File: config.mk
export PLATFORM = sky130hd
export DESIGN_NAME = phys_mem_ctrl_flat
export DESIGN_NICKNAME = d
export VERILOG_FILES = /design/src/rtl/phys_mem_ctrl_if.sv /design/src/rtl/phys_mem_ctrl.sv /design/src/flat_wrapper.sv
export SDC_FILE = /design/constraint.sdc
export NUM_CORES = 1
export LEC_CHECK = 0
export BUFFER_PORTS_ARGS = -buffer_cell sky130_fd_sc_hd__buf_2
export CORE_UTILIZATION = 35
export CTS_BUF_LIST = sky130_fd_sc_hd__clkbuf_2 sky130_fd_sc_hd__clkbuf_4 sky130_fd_sc_hd__clkbuf_8
export CTS_CLUSTER_DIAMETER = 80
export DETAILED_ROUTE_END_ITERATION = 12
export GPL_TIMING_DRIVEN = 1
export PLACE_DENSITY = 0.63
export SLEW_MARGIN = 20
export SYNTH_ARGS = -nofsm -noshare
export SYNTH_HDL_FRONTEND = slang
export SYNTH_SLANG_ARGS = --single-unit
File: constraint.sdc
create_clock -name clk -period 10.78 [get_ports clk]
set_input_delay 2.156 -clock clk [delete_from_list [all_inputs] [get_ports clk]]
set_output_delay 2.156 -clock clk [all_outputs]
set_load 0.05 [all_outputs]
File: src/rtl/phys_mem_ctrl_if.sv
// CPU-side physical-memory bus between the CPU top (master) and phys_mem_ctrl (slave).
interface phys_mem_ctrl_if;
  logic [31:0] mem_addr;
  logic [31:0] mem_wdata;
  logic        mem_is_write;
  logic [31:0] mem_rdata;
  logic        mem_busy;

  modport master (
    output mem_addr, mem_wdata, mem_is_write,
    input  mem_rdata, mem_busy
  );

  modport slave (
    input  mem_addr, mem_wdata, mem_is_write,
    output mem_rdata, mem_busy
  );
endinterface

File: src/rtl/phys_mem_ctrl.sv
// Physical-memory responder: turns CPU requests into wait-stated async SRAM cycles.
// Define MEMCTL_ROM_EN to map a read-only synchronous boot ROM window at 0x1FC00000.
module phys_mem_ctrl #(
  parameter int ADDR_WIDTH  = 20,
  parameter int WAIT_CYCLES = 2,
  parameter int ROM_AW      = 10
) (
  input  logic                  clk,
  input  logic                  rst,
  phys_mem_ctrl_if.slave        mem,
  output logic [ADDR_WIDTH-1:0] ram_addr,
  input  logic [31:0]           ram_dq_in,
  output logic [31:0]           ram_dq_out,
  output logic                  ram_dq_oe,
  output logic                  ram_ce_n,
  output logic                  ram_oe_n,
  output logic                  ram_we_n,
  output logic [ROM_AW-1:0]     rom_addr,
  input  logic [31:0]           rom_data
);

  // state  | meaning
  // IDLE   | strobes off, waiting for a request tuple that differs from the last one
  // SETUP  | address/ce valid; oe for reads, data driven for writes
  // ACCESS | WAIT_CYCLES strobe cycles; read data captured on the last one
  // HOLD   | write only: we released, data and ce still driven
  // ROMRD  | boot ROM read, rom_data captured at end of cycle
  typedef enum logic [2:0] {IDLE, SETUP, ACCESS, HOLD, ROMRD} state_t;

  localparam logic [3:0] CNT_LOAD = 4'(WAIT_CYCLES - 1);

  state_t      state, state_nxt;
  logic [29:0] addr_q;
  logic        wr_q;
  logic [31:0] wdata_q;
  logic        last_valid;
  logic [3:0]  cnt;
  logic [31:0] rdata_q;
  logic        diff;
  logic        is_ram;
  logic        is_rom;

  // wdata only distinguishes requests when the current request is a write
  assign diff = !last_valid
              || (mem.mem_addr[31:2] != addr_q)
              || (mem.mem_is_write != wr_q)
              || (mem.mem_is_write && (mem.mem_wdata != wdata_q));

  assign is_ram = (mem.mem_addr[31:ADDR_WIDTH+2] == '0);

`ifdef MEMCTL_ROM_EN
  localparam logic [31:0] ROM_BASE = 32'h1FC0_0000;
  logic unused_bits;
  assign is_rom      = !is_ram && (mem.mem_addr[31:ROM_AW+2] == ROM_BASE[31:ROM_AW+2]);
  // Address is presented in cycle 0 so the synchronous ROM has data by the end of ROMRD.
  assign rom_addr    = (state == IDLE) ? mem.mem_addr[ROM_AW+1:2] : addr_q[ROM_AW-1:0];
  assign unused_bits = ^mem.mem_addr[1:0];
`else
  logic unused_bits;
  assign is_rom      = 1'b0;
  assign rom_addr    = '0;
  assign unused_bits = ^{mem.mem_addr[1:0], rom_data};
`endif

  assign mem.mem_busy  = (state != IDLE) || diff;
  assign mem.mem_rdata = rdata_q;
  assign ram_dq_out    = wdata_q;

  always_ff @(posedge clk or posedge rst) begin
    if (rst) begin
      state      <= IDLE;
      last_valid <= 1'b0;
      addr_q     <= '0;
      wr_q       <= 1'b0;
      wdata_q    <= '0;
      cnt        <= '0;
      ram_addr   <= '0;
      rdata_q    <= '0;
    end else begin
      state <= state_nxt;
      if (state == IDLE && diff) begin
        addr_q     <= mem.mem_addr[31:2];
        wr_q       <= mem.mem_is_write;
        wdata_q    <= mem.mem_wdata;
        last_valid <= 1'b1;
        if (is_ram)
          ram_addr <= mem.mem_addr[ADDR_WIDTH+1:2];
        else if (!is_rom && !mem.mem_is_write)
          rdata_q <= '0;
      end
      if (state == SETUP)
        cnt <= CNT_LOAD;
      else if (state == ACCESS && cnt != '0)
        cnt <= cnt - 4'd1;
      if (state == ACCESS && cnt == '0 && !wr_q)
        rdata_q <= ram_dq_in;
`ifdef MEMCTL_ROM_EN
      if (state == ROMRD)
        rdata_q <= rom_data;
`endif
    end
  end

  always_comb begin
    state_nxt = state;
    ram_ce_n  = 1'b1;
    ram_oe_n  = 1'b1;
    ram_we_n  = 1'b1;
    ram_dq_oe = 1'b0;
    unique case (state)
      IDLE: begin
        if (diff) begin
          if (is_ram)
            state_nxt = SETUP;
          else if (is_rom && !mem.mem_is_write)
            state_nxt = ROMRD;
        end
      end
      SETUP: begin
        ram_ce_n  = 1'b0;
        ram_oe_n  = wr_q;
        ram_dq_oe = wr_q;
        state_nxt = ACCESS;
      end
      ACCESS: begin
        ram_ce_n  = 1'b0;
        ram_oe_n  = wr_q;
        ram_we_n  = !wr_q;
        ram_dq_oe = wr_q;
        if (cnt == '0)
          state_nxt = wr_q ? HOLD : IDLE;
      end
      HOLD: begin
        ram_ce_n  = 1'b0;
        ram_dq_oe = 1'b1;
        state_nxt = IDLE;
      end
      ROMRD:   state_nxt = IDLE;
      default: state_nxt = IDLE;
    endcase
  end

endmodule

File: src/flat_wrapper.sv
// flat-port wrapper written by rule: the top's interface ports become plain ports
module phys_mem_ctrl_flat 
#(
  parameter int ADDR_WIDTH  = 20,
  parameter int WAIT_CYCLES = 2,
  parameter int ROM_AW      = 10
)
  (clk, rst, ram_addr, ram_dq_in, ram_dq_out, ram_dq_oe, ram_ce_n, ram_oe_n, ram_we_n, rom_addr, rom_data, mem_mem_addr, mem_mem_wdata, mem_mem_is_write, mem_mem_rdata, mem_mem_busy);
  phys_mem_ctrl_if mem_i ();
  input  logic clk;
  input  logic rst;
  output logic [ADDR_WIDTH-1:0] ram_addr;
  input  logic [31:0] ram_dq_in;
  output logic [31:0] ram_dq_out;
  output logic ram_dq_oe;
  output logic ram_ce_n;
  output logic ram_oe_n;
  output logic ram_we_n;
  output logic [ROM_AW-1:0] rom_addr;
  input  logic [31:0] rom_data;
  input wire logic [$bits(mem_i.mem_addr)-1:0] mem_mem_addr;
  input wire logic [$bits(mem_i.mem_wdata)-1:0] mem_mem_wdata;
  input wire logic [$bits(mem_i.mem_is_write)-1:0] mem_mem_is_write;
  output wire logic [$bits(mem_i.mem_rdata)-1:0] mem_mem_rdata;
  output wire logic [$bits(mem_i.mem_busy)-1:0] mem_mem_busy;
  assign mem_i.mem_addr = mem_mem_addr;
  assign mem_i.mem_wdata = mem_mem_wdata;
  assign mem_i.mem_is_write = mem_mem_is_write;
  assign mem_mem_rdata = mem_i.mem_rdata;
  assign mem_mem_busy = mem_i.mem_busy;
  phys_mem_ctrl #(.ADDR_WIDTH(ADDR_WIDTH), .WAIT_CYCLES(WAIT_CYCLES), .ROM_AW(ROM_AW)) u_core (.clk(clk), .rst(rst), .mem(mem_i), .ram_addr(ram_addr), .ram_dq_in(ram_dq_in), .ram_dq_out(ram_dq_out), .ram_dq_oe(ram_dq_oe), .ram_ce_n(ram_ce_n), .ram_oe_n(ram_oe_n), .ram_we_n(ram_we_n), .rom_addr(rom_addr), .rom_data(rom_data));
endmodule
==> results of run 1 <==
-- where the power goes --
group	switching (uW)	leakage [uW]	total (uW)	internal, uW
combinational	673	0.00171	1060	384
sequential	125	0.00154	740	616
clock	176	0.000210	418	242
total	974	0.00346	2220	1240
-- state kept, by name (all words and copies together), names as in the netlist --
signal,cells
u_core.ram_addr,20
u_core.mem.mem_rdata,32
u_core.last_valid,1
u_core.state,2
u_core.cnt,4
u_core.addr_q,30
u_core.ram_dq_out,32
u_core.wr_q,1
-- cell usage after synthesis (2+ instances only) --
cell,n
mux2_2,74
xor2_1,4
nand3_1,4
mux2_1,10
a31oi_1,2
nand2b_1,6
nand4_1,27
nand2_1,6
clkbuf_1,5
buf_4,16
ha_1,7
a22o_2,18
nor4_1,9
buf_6,3
xnor2_1,60
inv_1,7
nor2_1,8
nand4b_1,2
dfrtp_1,122
a21oi_1,3
nor3_1,2
a22o_1,14
buf_2,3
-- cell type report --
class	instances	share of cell area
Clock buffer	22	0.0384
Clock inverter	9	0.0169
Inverter	7	0.00398
Multi-Input combinational cell	285	0.348
Sequential cell	122	0.422
Tap cell	216	0.0373
Timing Repair Buffer	190	0.134
-- how the worst max path moves through the flow --
| stage | to | depth (start not counted) |
|---|---|---|
| 2_1_floorplan | mem_mem_busy | 5 |
| 3_3_place_gp | mem_mem_busy | 7 |
| 3_5_place_dp | mem_mem_busy | 7 |
| 4_1_cts | mem_mem_busy | 7 |
| 5_1_grt | mem_mem_busy | 7 |
| 6_report | mem_mem_busy | 7 |
-- per-layer routing --
layer  vias to the layer above  share of wire  GRT usage  routed length [um]
met4                         0          0.016     0.0636                 217
met5                         -              0          0                   0
li1                       1934              -          -                   -
met2                       159           0.49      0.272                6650
met3                        18          0.061     0.0549                 822
met1                      2015           0.43      0.191                5800
-- worst max-delay path: cells and delay by family --
kind / cells / cell delay (ps)
XOR/XNOR: 1 / 240
AND/OR/NAND/NOR: 3 / 790
AO/OA/AOI/OAI: 1 / 290
buffers and inverters: 2 / 360
-- through the flow --
step | hold WS [ps] | area (um^2) | total power [uW] | instances
floorplan | 456 | 5770 | 1580 | 441
global placement | 480 | 6830 | 1770 | 819
detailed placement | 478 | 6830 | 1800 | 819
CTS | 499 | 7230 | 2240 | 850
global route | 509 | 7240 | 2350 | 851
finish | 495 | 7240 | 2220 | 851
-- cell families after synthesis --
logic type	share of synthesized area
AOI/OAI and AO/OA	0.0700
xor gates and xnor gates	0.0977
adders and majority gates	0.0153
buffers and inverters	0.0373
DFF	0.532
muxes	0.167
other	0.000653
and+or+nand+nor	0.0807
==> metrics.yaml, run 1 <==
peakVddDrop_mv: 0.223
diodes: 0
crit_path_end_kind: "primary output"
final.min_clock_period_ps: 6000
first_pass_iters: 5
io_buffers: 185
r2r-end: "u_core.ram_dq_out[17]$_DFFE_PP0P_"
r2r_setup_slack_ps: 7850
r2r_cells: 7
path_clk_slew_ps: 60
fin_setup_tns_ps: 0
yosys_warnings: 0
min_from: "u_core.mem.mem_rdata[12]$_DFFE_PP0P_"
syn_area_um2: 5740
finClkSkew_ps: 8.23
fin_nets: 761
ctsHoldBuffers: 0
globalplace.congestion: 0.787
fmax_ghz: 0.167
vias_per_cell: 4.85
worstPathCellList: "buf_2 > xnor2_1 > nand4_1 > nor4_1 > a31oi_1 > nand4b_1 > buf_2"
cts_resized: 0
final_core_util: 0.454
worstMarginPinSlew_ps: 850
start_kind: "primary input"
vias: 4126
finalSetupViolCount: 0
grtUsageTotal: 0.162
cts_tree: "built"
hold_viol_final: 0
first_global_vias: 4129
fillers: 1483
cpMostUsedCell: "buf_2"
netlist_instances: 432
startpoint: "mem_mem_wdata[5]"
timing.final.ws_setup_ps: 4780
min_path_cells: 1
arrival_ps: 3840
synth_seq_cells: 122
cts_setup_buffers: 0
period_share: 0.556
ys.flop_type: "dfrtp_1"
hp-class: "flop to flop"
critPathMaxFanout: 3
yosysTopAreaCellShare: 0.532
multi_input_area_um2: 2520
area_growth_syn_to_layout_pct: 26.1
drive_above_1_share: 0.504
leakage_uw: 0.00346
layout_commonest_cell: "buf_2"
ant_nets: 0
max_slew_margin: 0.433
holdPathEnd: "u_core.mem.mem_rdata[12]$_DFFE_PP0P_"
num_rows: 46
fp.dieW_um: 130
grt_max_degree: 68
drt_iter0_markers: 156
drt-wirelength-per-cell_um: 15.9
critPathRequiredTime_ps: 8620
cts-root-buf: "clkbuf_8"
synth.yosys.seq_area_share: 0.532
powerDensity_nw_per_um2: 306
rsz0062_at_grt: "no"
grt_pass1_wl_um: 20700
async_reset_ff_frac: 1.00
die_area_um2: 16900
synth_largest_area_cell: "dfrtp_1"
dp_hpwl_um: 9950
wl_um: 13500
worst-setup-path-type: "primary input to primary output"
synth_cell_types: 43
clockBufferDepth: 2
slew_viol_final: 0
die_h_um: 130
ios: 230
cap_violations: 0
h-tree-depth: 4
final_cell_mix: "185 x buf_2, 122 x dfrtp_1, 74 x mux2_2"
yosys-top-cells-area: "dfrtp_1 53%, mux2_2 15%, xnor2_1 9.2%"
numCtsBuffers: 17
dp_slack_ps: 4770
synth_area_per_cell_um2: 13.3
slowest_stage: "nor4_1"
core_area_um2: 15900
status: "finished clean"
grt_antenna_before_repair: 0
drc: 0
initial_utilization: 0.360
clock_latency_ps: 430
clock-sinks: 122
cpPeakStageDelay_ps: 380
synth_edf_count: 0
grt_overflow: 0
seq_area_um2: 3050
r2r_start: "u_core.ram_dq_out[5]$_DFFE_PP0P_"
Note: power is estimated with default switching activity, not from simulation.
==> run 2, diff against run 1 <==
ABC_AREA = 1   (was default)
PLACE_DENSITY = 0.64   (was 0.63)
clock period = 5.4 ns   (was 10.78 ns; I/O delays follow)
==> run 2 against run 1 <==
Net effect: highest routed layer is now met5; sequential power up 100%; clock-buffer cell count up 3; first-iteration DRC count up 88%; critical path depth up 3; power up 100%; non-clock buffer count unchanged; largest cell class unchanged; hold slack worse by 36 ps; synthesized cell count up 97%; combinational power up 99%; global-route usage up 1.7 points; clock power up 100%; clock skew up 6.9 ps.
==> metrics.yaml, run 2 <==
worstMarginPinSlew_ps: 882  # +32.0 ps
slew_viol_final: 0  # unchanged
r2r_setup_slack_ps: 2890  # -4960 ps
synth_edf_count: 0  # unchanged
synth.top_cells.by_count: "340 x nand2_1, 122 x dfrtp_1, 96 x inv_1, 61 x nand3_1, 50 x nor2_1"
yosysTopAreaCellShare: 0.481  # -0.0506
numCtsBuffers: 17  # unchanged
vias: 5861  # +42%
crit_path_end_kind: "primary output"
synth_compound_area_frac: 0.0539  # -0.0161
synth_seq_cells: 122  # unchanged
vias_per_cell: 4.61  # -4.8%
yosys_warnings: 0  # unchanged
powerDensity_nw_per_um2: 571  # +87%
netlist_instances: 853  # +97%
grt_max_degree: 113  # +66%
status: "finished clean"
peakVddDrop_mv: 0.316  # +42%
final_cell_mix: "339 x nand2_1, 185 x buf_2, 122 x dfrtp_1"
yosys-top-cells-area: "dfrtp_1 48%, nand2_1 20%, inv_1 5.7%"
synth_cell_types: 31  # -28%
fp.dieW_um: 137  # +5.0%
synth.most_common_cell: "nand2_1"
design_area_um2: 7790  # +7.7%
drc: 0  # unchanged
synth_largest_area_cell: "dfrtp_1"
dp_slack_ps: 1780  # -2990 ps
grt_overflow: 0  # unchanged
layout_commonest_cell: "nand2_1"
cts_resized: 0  # unchanged
path_clk_slew_ps: 70  # about the same
ant_nets: 0  # unchanged
yosys.area_share.simple: 0.324  # +0.243
finalSetupViolCount: 0  # unchanged
clockBufferDepth: 2  # unchanged
yosys.area_share.xor_xnor: 0.0235  # -0.0742
first_pass_iters: 5  # unchanged
arrival_ps: 2470  # -1370 ps
cts_tree: "built"
drive_above_1_share: 0.226  # -0.278
io_buffers: 185  # unchanged
clock_latency_ps: 440  # about the same
cap_violations: 0  # unchanged
swShare: 0.490  # +0.0507
hp-class: "flop to flop"
combinationalPowerShare: 0.475  # -0.002
seq_area_um2: 3050  # unchanged
max_slew_margin: 0.411  # -0.0220
p_clk_frac: 0.189  # about the same
critPathMaxFanout: 4  # +1
globalplace.congestion: 0.851  # +8.1%
first_global_vias: 5274  # +28%
drt-wirelength-per-cell_um: 12.9  # -19%
multi_input_area_um2: 2700  # +7.0%
fillers: 1775  # +20%
core_area_um2: 17500  # +9.6%
fin_setup_tns_ps: 0  # unchanged
ctsHoldBuffers: 0  # unchanged
clock-sinks: 122  # unchanged
synth_top_family_by_area: "simple AND/OR/NAND/NOR gates"
finalPower_uw: 4450  # +100%
num_rows: 48  # +4.3%
synth_area_per_cell_um2: 7.44  # -44%
synthMuxAreaShare: 0  # -0.167
die_area_um2: 18700  # +10%
critPathRequiredTime_ps: 4320  # -4300 ps
pwr-share-seq: 0.336  # +0.002
dp_hpwl_um: 11700  # +18%
ys.flop_type: "dfrtp_1"
worst-setup-path-type: "primary input to primary output"
fmax_ghz: 0.282
switchingPower_uw: 2180  # +120%
internal_power_uw: 2270  # +83%
start_kind: "primary input"
h-tree-depth: 4  # unchanged
syn_area_um2: 6340  # +11%
grt_antenna_before_repair: 4  # +4
grt_pass1_wl_um: 26000  # +25%
ios: 230  # unchanged
hold_viol_final: 0  # unchanged
synth.yosys.seq_area_share: 0.481  # -0.0506
final.min_clock_period_ps: 3550
place_area_um2: 7370  # +7.9%
cts-root-buf: "clkbuf_8"
drt_iter0_markers: 293  # +88%
area_growth_syn_to_layout_pct: 22.9
timing.final.ws_setup_ps: 1850  # -2930 ps
period_share: 0.657
fin_nets: 1167  # +53%
wl_um: 16300  # +21%
die_h_um: 137  # +5.0%
rsz0062_at_grt: "no"
grtUsageTotal: 0.179  # +0.0171
async_reset_ff_frac: 1.00  # unchanged
finClkSkew_ps: 15.2  # +6.95 ps
leakage_uw: 0.00459  # +33%
synth_fa_ha_area_frac: 0.0138  # -0.00145
initial_utilization: 0.363  # +0.00291
cts_setup_buffers: 0  # unchanged
run 2: logic make-up (layout without fill, tap and decap cells):
logic type               after synthesis  after routing
other                                  1             14
XOR/XNOR                              17             17
adder cells (fa/ha/maj)                7              7
flip-flops                           122            122
AND/OR/NAND/NOR                      495            495
AO/OA/AOI/OAI                         67             67
buffers and inverters                144            323
run 2: per-layer routing:
layer / part of all wire / vias up / wire length (um) / GRT usage
met5: 0.0013 / - / 22 / 0
met4: 0.0086 / 4 / 141 / 0.0593
met3: 0.082 / 14 / 1350 / 0.0559
met2: 0.44 / 198 / 7170 / 0.277
met1: 0.47 / 2650 / 7650 / 0.237
li1: - / 2995 / - / -
run 2: stage by stage:
step                      hold WS, ps  utilization  cells
after floorplan                   434            -    862
after global placement            447        0.422   1235
after detailed placement          451        0.422   1235
after CTS                         461        0.445   1266
after global routing              494        0.446   1267
final                             459        0.446   1270
run 2: path summary, 6_finish.rpt:
kind                                                   start  cells after the start                                   to
min                                u_core.cnt[3]$_DFFE_PP0P_                      1            u_core.cnt[3]$_DFFE_PP0P_
max in group asynchronous                                rst                      3    u_core.ram_dq_out[20]$_DFFE_PP0P_
max                                          mem_mem_addr[9]                     10                         mem_mem_busy
min reg2reg                        u_core.cnt[3]$_DFFE_PP0P_                      1            u_core.cnt[3]$_DFFE_PP0P_
min in group asynchronous                                rst                      2  u_core.mem.mem_rdata[9]$_DFFE_PP0P_
max reg2reg                u_core.ram_dq_out[21]$_DFFE_PP0P_                     10       u_core.ram_addr[0]$_DFFE_PP0P_
run 2: power groups by stage:
stage / Clock [uW] / Combinational (uW) / Sequential [uW]
6_report: 841 / 2110 / 1490
5_1_grt: 904 / 2340 / 1540
4_1_cts: 867 / 2130 / 1490
3_5_place_dp: 0 / 2120 / 1500
3_3_place_gp: 0 / 2100 / 1490
2_1_floorplan: 0 / 1080 / 2100
run 2: area by class of cell:
cell class,instances,share of cell area
flip-flops and latches,122,0.392
multi-input cells,596,0.346
repair buffers,190,0.124
inverters,102,0.0494
clock buffers,25,0.0409
well taps,225,0.0361
clock inverters,6,0.0112
diodes,4,0.00128
run 2: worst max-delay path, stage by stage:
cell and delay, ps:
buf_2 120, nand2_1 110, nand2_1 60, nor2_1 130, nand3_1 80, nor2_1 120
nand3_1 100, nor2_2 180, nand3_1 200, buf_2 280
